## src/rtl/ifetch_prefetch_queue_if.sv

```systemverilog
// Fetch-unit bus: instruction-memory request/response plus the IF/ID handshake.
// The master side is the prefetch queue; the slave side is memory and decode.
interface ifetch_prefetch_queue_if;
    logic        mem_req_valid;
    logic [63:0] mem_req_addr;
    logic        mem_req_ready;
    logic        mem_rsp_valid;
    logic [31:0] mem_rsp_inst;
    logic        out_valid;
    logic [63:0] out_pc;
    logic [31:0] out_inst;
    logic        out_ready;

    modport master (
        output mem_req_valid, mem_req_addr,
        input  mem_req_ready, mem_rsp_valid, mem_rsp_inst,
        output out_valid, out_pc, out_inst,
        input  out_ready
    );

    modport slave (
        input  mem_req_valid, mem_req_addr,
        output mem_req_ready, mem_rsp_valid, mem_rsp_inst,
        input  out_valid, out_pc, out_inst,
        output out_ready
    );
endinterface

```

## src/rtl/ifetch_prefetch_queue.sv

```systemverilog
// Instruction prefetch queue: credit-limited sequential fetch into an in-order FIFO,
// with flush-and-restart on a taken branch.
module ifetch_prefetch_queue #(
    parameter int          DEPTH    = 4,
    parameter logic [63:0] RESET_PC = 64'h0,
    parameter logic [31:0] NOP_INST = 32'h0000_0013
) (
    input  logic                    clk,
    input  logic                    reset,
    ifetch_prefetch_queue_if.master bus,
    input  logic                    redirect_valid,
    input  logic [63:0]             redirect_pc,
    output logic [$clog2(DEPTH):0]  q_count
);
    localparam int PW = $clog2(DEPTH);
    localparam int CW = PW + 1;

    typedef logic [PW-1:0] ptr_t;
    typedef logic [CW-1:0] cnt_t;

    typedef struct packed {
        logic [63:0] pc;
        logic [31:0] inst;
    } entry_t;

    localparam logic [CW:0] CREDITS = (CW+1)'(DEPTH);

    entry_t      mem_q [DEPTH];
    logic [63:0] fetch_pc_q, fetch_pc_d;
    logic [63:0] rsp_pc_q, rsp_pc_d;
    ptr_t        head_q, head_d;
    ptr_t        tail_q, tail_d;
    cnt_t        count_q, count_d;
    cnt_t        outst_q, outst_d;
    cnt_t        drop_cnt_q, drop_cnt_d;

    logic        req_fire;
    logic        rsp_ok;
    logic        push;
    logic        pop;
    logic [CW:0] credit_used;
    logic [63:0] target_pc;
    logic        redirect_pc_unused;

    assign redirect_pc_unused = ^redirect_pc[1:0];
    assign target_pc          = {redirect_pc[63:2], 2'b00};

    // Queued entries plus in-flight requests may never exceed DEPTH, so a
    // returning word always has a slot waiting for it.
    assign credit_used       = {1'b0, count_q} + {1'b0, outst_q};
    assign bus.mem_req_valid = reset & ~redirect_valid & (credit_used < CREDITS);
    assign bus.mem_req_addr  = fetch_pc_q;
    assign req_fire          = bus.mem_req_valid & bus.mem_req_ready;

    // A response with nothing outstanding is a protocol error and is ignored.
    assign rsp_ok = bus.mem_rsp_valid & (outst_q != '0);
    assign push   = rsp_ok & ~redirect_valid & (drop_cnt_q == '0);
    assign pop    = bus.out_valid & bus.out_ready & ~redirect_valid;

    assign bus.out_valid = (count_q != '0);
    assign bus.out_pc    = bus.out_valid ? mem_q[head_q].pc   : 64'h0;
    assign bus.out_inst  = bus.out_valid ? mem_q[head_q].inst : NOP_INST;
    assign q_count       = count_q;

    always_comb begin
        // NOTE: every *_d gets its hold value first so no path through this block
        // leaves a variable unassigned, which would otherwise infer a latch.
        fetch_pc_d = fetch_pc_q;
        rsp_pc_d   = rsp_pc_q;
        head_d     = head_q;
        tail_d     = tail_q;
        count_d    = count_q;
        outst_d    = outst_q;
        drop_cnt_d = drop_cnt_q;

        if (redirect_valid) begin
            fetch_pc_d = target_pc;
            rsp_pc_d   = target_pc;
            head_d     = '0;
            tail_d     = '0;
            count_d    = '0;
            // Everything still in flight after this cycle belongs to the old path.
            outst_d    = outst_q - cnt_t'(rsp_ok);
            drop_cnt_d = outst_q - cnt_t'(rsp_ok);
        end else begin
            if (req_fire) begin
                fetch_pc_d = fetch_pc_q + 64'd4;
            end
            outst_d = outst_q + cnt_t'(req_fire) - cnt_t'(rsp_ok);
            if (rsp_ok && (drop_cnt_q != '0)) begin
                drop_cnt_d = drop_cnt_q - cnt_t'(1);
            end
            if (push) begin
                tail_d   = tail_q + ptr_t'(1);
                rsp_pc_d = rsp_pc_q + 64'd4;
            end
            if (pop) begin
                head_d = head_q + ptr_t'(1);
            end
            count_d = count_q + cnt_t'(push) - cnt_t'(pop);
        end
    end

    always_ff @(posedge clk or negedge reset) begin
        if (!reset) begin
            // NOTE: state flops use non-blocking assignments so every flop samples
            // the pre-edge values regardless of statement order.
            fetch_pc_q <= RESET_PC;
            rsp_pc_q   <= RESET_PC;
            head_q     <= '0;
            tail_q     <= '0;
            count_q    <= '0;
            outst_q    <= '0;
            drop_cnt_q <= '0;
        end else begin
            fetch_pc_q <= fetch_pc_d;
            rsp_pc_q   <= rsp_pc_d;
            head_q     <= head_d;
            tail_q     <= tail_d;
            count_q    <= count_d;
            outst_q    <= outst_d;
            drop_cnt_q <= drop_cnt_d;
        end
    end

    // NOTE: the entry storage is deliberately not reset; an empty queue masks it
    // on out_*, and leaving it reset-free lets it map onto plain RAM/regfile cells.
    always_ff @(posedge clk) begin
        if (push) begin
            mem_q[tail_q] <= entry_t'{pc: rsp_pc_q, inst: bus.mem_rsp_inst};
        end
    end
endmodule

```

## src/flat_wrapper.sv

```systemverilog
// flat-port wrapper written by rule: the top's interface ports become plain ports
module ifetch_prefetch_queue_flat 
#(
    parameter int          DEPTH    = 4,
    parameter logic [63:0] RESET_PC = 64'h0,
    parameter logic [31:0] NOP_INST = 32'h0000_0013
)
  (clk, reset, redirect_valid, redirect_pc, q_count, bus_mem_req_valid, bus_mem_req_addr, bus_mem_req_ready, bus_mem_rsp_valid, bus_mem_rsp_inst, bus_out_valid, bus_out_pc, bus_out_inst, bus_out_ready);
  ifetch_prefetch_queue_if bus_i ();
  input  logic clk;
  input  logic reset;
  input  logic redirect_valid;
  input  logic [63:0] redirect_pc;
  output logic [$clog2(DEPTH):0] q_count;
  output wire logic [$bits(bus_i.mem_req_valid)-1:0] bus_mem_req_valid;
  output wire logic [$bits(bus_i.mem_req_addr)-1:0] bus_mem_req_addr;
  input wire logic [$bits(bus_i.mem_req_ready)-1:0] bus_mem_req_ready;
  input wire logic [$bits(bus_i.mem_rsp_valid)-1:0] bus_mem_rsp_valid;
  input wire logic [$bits(bus_i.mem_rsp_inst)-1:0] bus_mem_rsp_inst;
  output wire logic [$bits(bus_i.out_valid)-1:0] bus_out_valid;
  output wire logic [$bits(bus_i.out_pc)-1:0] bus_out_pc;
  output wire logic [$bits(bus_i.out_inst)-1:0] bus_out_inst;
  input wire logic [$bits(bus_i.out_ready)-1:0] bus_out_ready;
  assign bus_mem_req_valid = bus_i.mem_req_valid;
  assign bus_mem_req_addr = bus_i.mem_req_addr;
  assign bus_i.mem_req_ready = bus_mem_req_ready;
  assign bus_i.mem_rsp_valid = bus_mem_rsp_valid;
  assign bus_i.mem_rsp_inst = bus_mem_rsp_inst;
  assign bus_out_valid = bus_i.out_valid;
  assign bus_out_pc = bus_i.out_pc;
  assign bus_out_inst = bus_i.out_inst;
  assign bus_i.out_ready = bus_out_ready;
  ifetch_prefetch_queue #(.DEPTH(DEPTH), .RESET_PC(RESET_PC), .NOP_INST(NOP_INST)) u_core (.clk(clk), .reset(reset), .bus(bus_i), .redirect_valid(redirect_valid), .redirect_pc(redirect_pc), .q_count(q_count));
endmodule
```

## config.mk

```make
export PLATFORM = sky130hd
export DESIGN_NAME = ifetch_prefetch_queue_flat
export DESIGN_NICKNAME = d
export VERILOG_FILES = /design/src/rtl/ifetch_prefetch_queue_if.sv /design/src/rtl/ifetch_prefetch_queue.sv /design/src/flat_wrapper.sv
export SDC_FILE = /design/constraint.sdc
export NUM_CORES = 1
export LEC_CHECK = 0
export BUFFER_PORTS_ARGS = -buffer_cell sky130_fd_sc_hd__buf_4
export CORE_MARGIN = 2
export CORE_UTILIZATION = 43
export CTS_BUF_LIST = sky130_fd_sc_hd__clkbuf_16
export DETAILED_ROUTE_END_ITERATION = 6
export PLACE_DENSITY_LB_ADDON = 0.1
export RECOVER_POWER = 50
export SYNTH_ARGS = -nofsm -noshare
export SYNTH_HDL_FRONTEND = slang
export SYNTH_SLANG_ARGS = --single-unit
```

## constraint.sdc

```tcl
create_clock -name clk -period 4.31 [get_ports clk]
set_input_delay 0.431 -clock clk [delete_from_list [all_inputs] [get_ports clk]]
set_output_delay 0.431 -clock clk [all_outputs]
set_load 0.02 [all_outputs]
```

==> Word level (Yosys, flattened, before mapping) <==
Memory sizes are Yosys's and may differ from the RTL's.
Cells that the tools add are included.
{ "totals": {"out_inout_bits": 165, "ramBits": 384, "word_cells": 54, "register_bits": 141, "memories": 1} }
{ "op_classes": {"n_addsub": 11, "magnitude_cmp": 1, "n_mux": 16, "bitwise": 9, "n_reduce_logical": 9} }
{ "mem_list": {"columns": ["memory", "depth", "word_bits", "read_ports", "rd_ports_with_merged_regs", "wr", "line_no", "source"], "rows": [
  ["u_core.mem_q", 4, 96, 1, 0, 1, "ifetch_prefetch_queue.sv:28", "entry_t mem_q [DEPTH];"]
]} }
{ "ops": {"columns": ["operator", "count"], "rows": [
  ["$mux 64", 5],
  ["$add 64x3->64 const B", 2],
  ["$mux 32", 1],
  ["$mux 3", 4],
  ["$reduce_bool 3->1", 3],
  ["$sub 3x1->3", 3],
  ["$and 1x1->1", 8],
  ["$mux 2", 4],
  ["$reduce_bool 2->1", 4],
  ["$add 3x1->3", 2],
  ["$add 2x1->2 const B", 2],
  ["$add 3x3->4", 1],
  ["$lt 4x3->1 const B", 1],
  ["$logic_not 3->1", 1],
  ["$sub 3x1->3 const B", 1],
  ["$mux 1", 2],
  ["$logic_and 1x1->1", 1],
  ["$not 1->1", 1]
]} }

==> Logic depth before layout (Yosys ltp) <==
{ "depth": {"word_depth": 7, "depth_mapped": 12, "ltp_nobuf": 11} }

==> Worst setup path before layout <==
No wires, ideal clock.
{ "synth_path": {"kind": "in2reg", "from": "input redirect_valid", "to": "memory u_core.mem_q[1][0] in the netlist's numbering, enable pin", "path_buffers": 2, "setup_ns": 0.463, "cell_stages": 4, "required_time_ns": 3.847, "arrival_time_ns": 3.370, "slack_ns": 0.477, "cell_sequence": "clkbuf_1 -> clkbuf_1 -> nor3_1 -> and2_1"} }
{ "synth_via": {"elab_chain_len": 5} }
{ "synth_lines": {"columns": ["item", "line_no", "source"], "rows": [
  ["start: declaration", "flat_wrapper.sv:12", "input logic redirect_valid;"],
  ["$not 1->1", "ifetch_prefetch_queue.sv:57", "assign push = rsp_ok & ~redirect_valid & (drop_cnt_q == '0);"],
  ["$and 1x1->1 (2 in series)", "ifetch_prefetch_queue.sv:57", null],
  ["$mux 1", "ifetch_prefetch_queue.sv:129", "if (push) begin"],
  ["$mux 1 (not written as such)", "ifetch_prefetch_queue.sv:130", "mem_q[tail_q] <= entry_t'{pc: rsp_pc_q, inst: bus.mem_rsp_inst};"],
  ["end: declaration", "ifetch_prefetch_queue.sv:28", null]
]} }
No other way between the ends.

==> Final worst setup path <==
{ "layout_path": {"from": "input reset", "to": "register u_core.fetch_pc_q[36], in the netlist u_core.bus.mem_req_addr[36]"} }
{ "layout_via": {"elab_chain_len": 4} }
{ "layout_lines": {"columns": ["item", "line_no", "source"], "rows": [
  ["start: declaration", "flat_wrapper.sv:11", "input logic reset;"],
  ["$and 1x1->1 (2 in series)", "ifetch_prefetch_queue.sv:51", "assign bus.mem_req_valid = reset & ~redirect_valid & (credit_used < CREDITS);"],
  ["$and 1x1->1", "ifetch_prefetch_queue.sv:53", "assign req_fire = bus.mem_req_valid & bus.mem_req_ready;"],
  ["$reduce_bool 2->1 (no source line)", null, null],
  ["end signal: assignment", "ifetch_prefetch_queue.sv:116", "fetch_pc_q <= fetch_pc_d;"],
  ["end: declaration", "ifetch_prefetch_queue.sv:29", "logic [63:0] fetch_pc_q, fetch_pc_d;"]
]} }
No other way between the ends.
A chain may end at the register's enable or synchronous reset.

==> impl_metrics.json <==
{
  "syn_area_per_cell_um2": 14.3,
  "arrival_ps": 4040,
  "cts_buffers": 54,
  "drv_cap": 1,
  "relSlewSlack": -0.0658,
  "period_minus_slack_ps": 3560,
  "fp.dieW_um": 234,
  "post_drt_via_cell_ratio": 5.72,
  "diodes": 0,
  "cts.sinks": 513,
  "crit_start": "reset",
  "h-tree-depth": 2,
  "num-nets-final": 2008,
  "worstPathMaxFanout": 55,
  "syn-instance-count": 1597,
  "wire_per_inst_um": 22.6,
  "finalCritPeriodShare": 0.826,
  "p_leak_nw": 9.44,
  "die-area_um2": 54800,
  "layout_setup_ws_ps": 750,
  "route.detailed.drc": 0,
  "end_kind": "register",
  "clock.fmax_mhz": 281,
  "powerDensity_nw_per_um2": 530,
  "ys_ff_latch": 513,
  "start_kind": "input pin",
  "grt_overflow": 0,
  "violations": "capacitance limit, slew limit",
  "cts_buffer_depth": 3,
  "rsz0062_at_grt": "false",
  "antenna_found_initial": 0,
  "synth_enable_flop_cells": 376,
  "layout-drive-gt1-share": 0.214,
  "dp_hpwl_um": 39100,
  "r2r_setup_slack_ps": 1020,
  "setup_viol": 0,
  "r2r_start": "u_core.rsp_pc_q[3]",
  "clock_skew_ps": 20.1,
  "grt_first_pass_wirelength_um": 89900,
  "yosys_warnings": 0,
  "hold_path_class": "input pin to register",
  "grt_util_all_layers": 0.217,
  "portBuffers": 260,
  "drt-total-wl_um": 59200,
  "gp_routability_congestion": 0.956,
  "max_slew.worst_pin.slew_ps": 1600,
  "pre_cts_ws_ps": 1090,
  "slew_violations": 27,
  "reg2regPathDepth": 6,
  "cp-endpoint": "u_core.bus.mem_req_addr[36]",
  "hold_viol_final": 0,
  "seq_area_frac_synth": 0.647,
  "flow.area_growth_from_synthesis_pct": 19.5,
  "grt_max_degree": 94,
  "ios": 267,
  "drt_first_pass_iters": 5,
  "async_flop_share": 0.267,
  "die_h_um": 234,
  "ant_nets": 0,
  "finalPower_w": 0.0144,
  "first_global_vias": 14800,
  "ctsRootBufferMaster": "clkbuf_16",
  "status": "finished with violations",
  "post_synth_num_cell_types": 53,
  "tns_ps": 0,
  "ys.flop_type": "edfxtp_1",
  "r2r-end": "u_core.rsp_pc_q[50]",
  "clk_pin_slew_ps": 70,
  "ir_worst_vdd_mv": 0.453,
  "start_util": 0.434,
  "cts_resized": 0,
  "synth_area_um2": 22800,
  "drt_iter0_markers": 955,
  "worstSetupPathType": "input pin to register",
  "core_um2": 52400,
  "cts_tree": "done",
  "vias": 15000,
  "std_cell_rows": 84,
  "clock_latency_ps": 610,
  "required_ps": 4790
}
-- flip-flops by register name, summed over array words and instances (netlist names) --
| name | cells |
|---|---|
| u_core.outst_q | 3 |
| u_core.head_q | 2 |
| u_core.q_count | 3 |
| u_core.tail_q | 2 |
| u_core.rsp_pc_q | 62 |
| u_core.drop_cnt_q | 3 |
| u_core.mem_q | 376 |
| u_core.bus.mem_req_addr | 62 |
-- worst max-delay path, cell delays in order --
cell	delay (ps)
dlygate4sd3_1	520
clkbuf_1	1150
nor2b_1	280
nand4_1	140
inv_1	120
buf_4	540
nand4_1	270
nor2_1	220
mux2_2	350
-- cell usage in the layout, fill, tap and decap left out, types with 17 or more instances in the layout --
| cell type | n |
|---|---|
| a31oi_1 | 31 |
| and2_1 | 107 |
| buf_4 | 184 |
| clkbuf_1 | 98 |
| clkbuf_16 | 54 |
| dfrtp_1 | 135 |
| dlygate4sd3_1 | 30 |
| edfxtp_1 | 376 |
| inv_1 | 47 |
| mux2_2 | 23 |
| mux4_2 | 94 |
| nand2_1 | 117 |
| nand3_1 | 86 |
| nand4_1 | 58 |
| nor2_1 | 54 |
| nor3_1 | 17 |
| nor4_1 | 29 |
| o211ai_1 | 28 |
| o21ai_0 | 57 |
| or3_1 | 20 |
| or4_1 | 36 |
| xnor2_1 | 35 |
| xor2_1 | 20 |
-- cells by family (layout without fill, tap and decap cells) --
logic type,Yosys count,in the layout,share of synthesized area
adder cells (fa/ha/maj),18,18,0.0106
AO/OA/AOI/OAI,175,175,0.0494
AND/OR/NAND/NOR,587,587,0.142
multiplexers,126,126,0.108
buffers and inverters,122,454,0.0213
other,1,4,0.000165
flip-flops,513,513,0.647
XOR/XNOR,55,55,0.0212
-- synth_stat cells (20+ instances only) --
library cell	instances	area [µm²]
nor4_1	31	194
edfxtp_1	376	11300
o21ai_0	57	285
mux4_2	94	2120
or4_1	36	270
xnor2_1	35	307
and2_1	111	694
mux2_2	23	259
inv_1	36	135
o211ai_1	28	210
xor2_1	20	175
nor2_1	54	203
dfrtp_1	137	3430
nand3_1	86	430
a31oi_1	31	194
nand4_1	58	363
or3_1	20	125
nand2_1	117	439
clkbuf_1	61	229
-- through the flow --
| step | hold WS (ps) | instances | area, µm² | util |
|---|---|---|---|---|
| after floorplan | 135 | 1600 | 22800 | - |
| after global placement | 321 | 2490 | 25500 | 0.487 |
| after detailed placement | 325 | 2490 | 25500 | 0.487 |
| after CTS | 0.152 | 2620 | 27600 | 0.526 |
| after global routing | 52.7 | 2620 | 27200 | 0.518 |
| final | 60.4 | 2620 | 27200 | 0.518 |
-- cell type report --
type	instances	area, µm²
fillers	4599	25300
flip-flops and latches	513	14700
multi-input cells	965	7590
repair buffers	317	2150
clock buffers	54	1350
well taps	688	861
clock inverters	46	375
inverters	37	139
-- power by group --
group / internal (W) / switching, W
logic: 0.00165 / 0.00208
registers: 0.00565 / 0.000484
clock network: 0.00259 / 0.00196
-- metal layers --
layer | GRT usage | wire length (µm)
met4 | 0.0534 | 1140
met5 | 0 | 0
met1 | 0.312 | 26800
met3 | 0.0424 | 3620
met2 | 0.340 | 27700
-- worst min-delay path by stage --
stage | from | to | slack [ps] | cells after the start
detailed placement | reset | u_core.bus.mem_req_addr[57] | 330 | 1
floorplan | reset | u_core.bus.mem_req_addr[10] | 140 | 0
CTS | bus_mem_rsp_inst[14] | u_core.mem_q[3][14] | 0.2 | 1
global placement | reset | u_core.bus.mem_req_addr[57] | 320 | 1
finish | redirect_pc[13] | u_core.bus.mem_req_addr[13] | 60 | 3
global route | redirect_pc[8] | u_core.bus.mem_req_addr[8] | 50 | 2
-- timing repair --
item,CTS,global route
hold buffers,30,0
hold endpoints to repair,138,0
setup buffers,0,0
(Power assumes the default switching activity.)
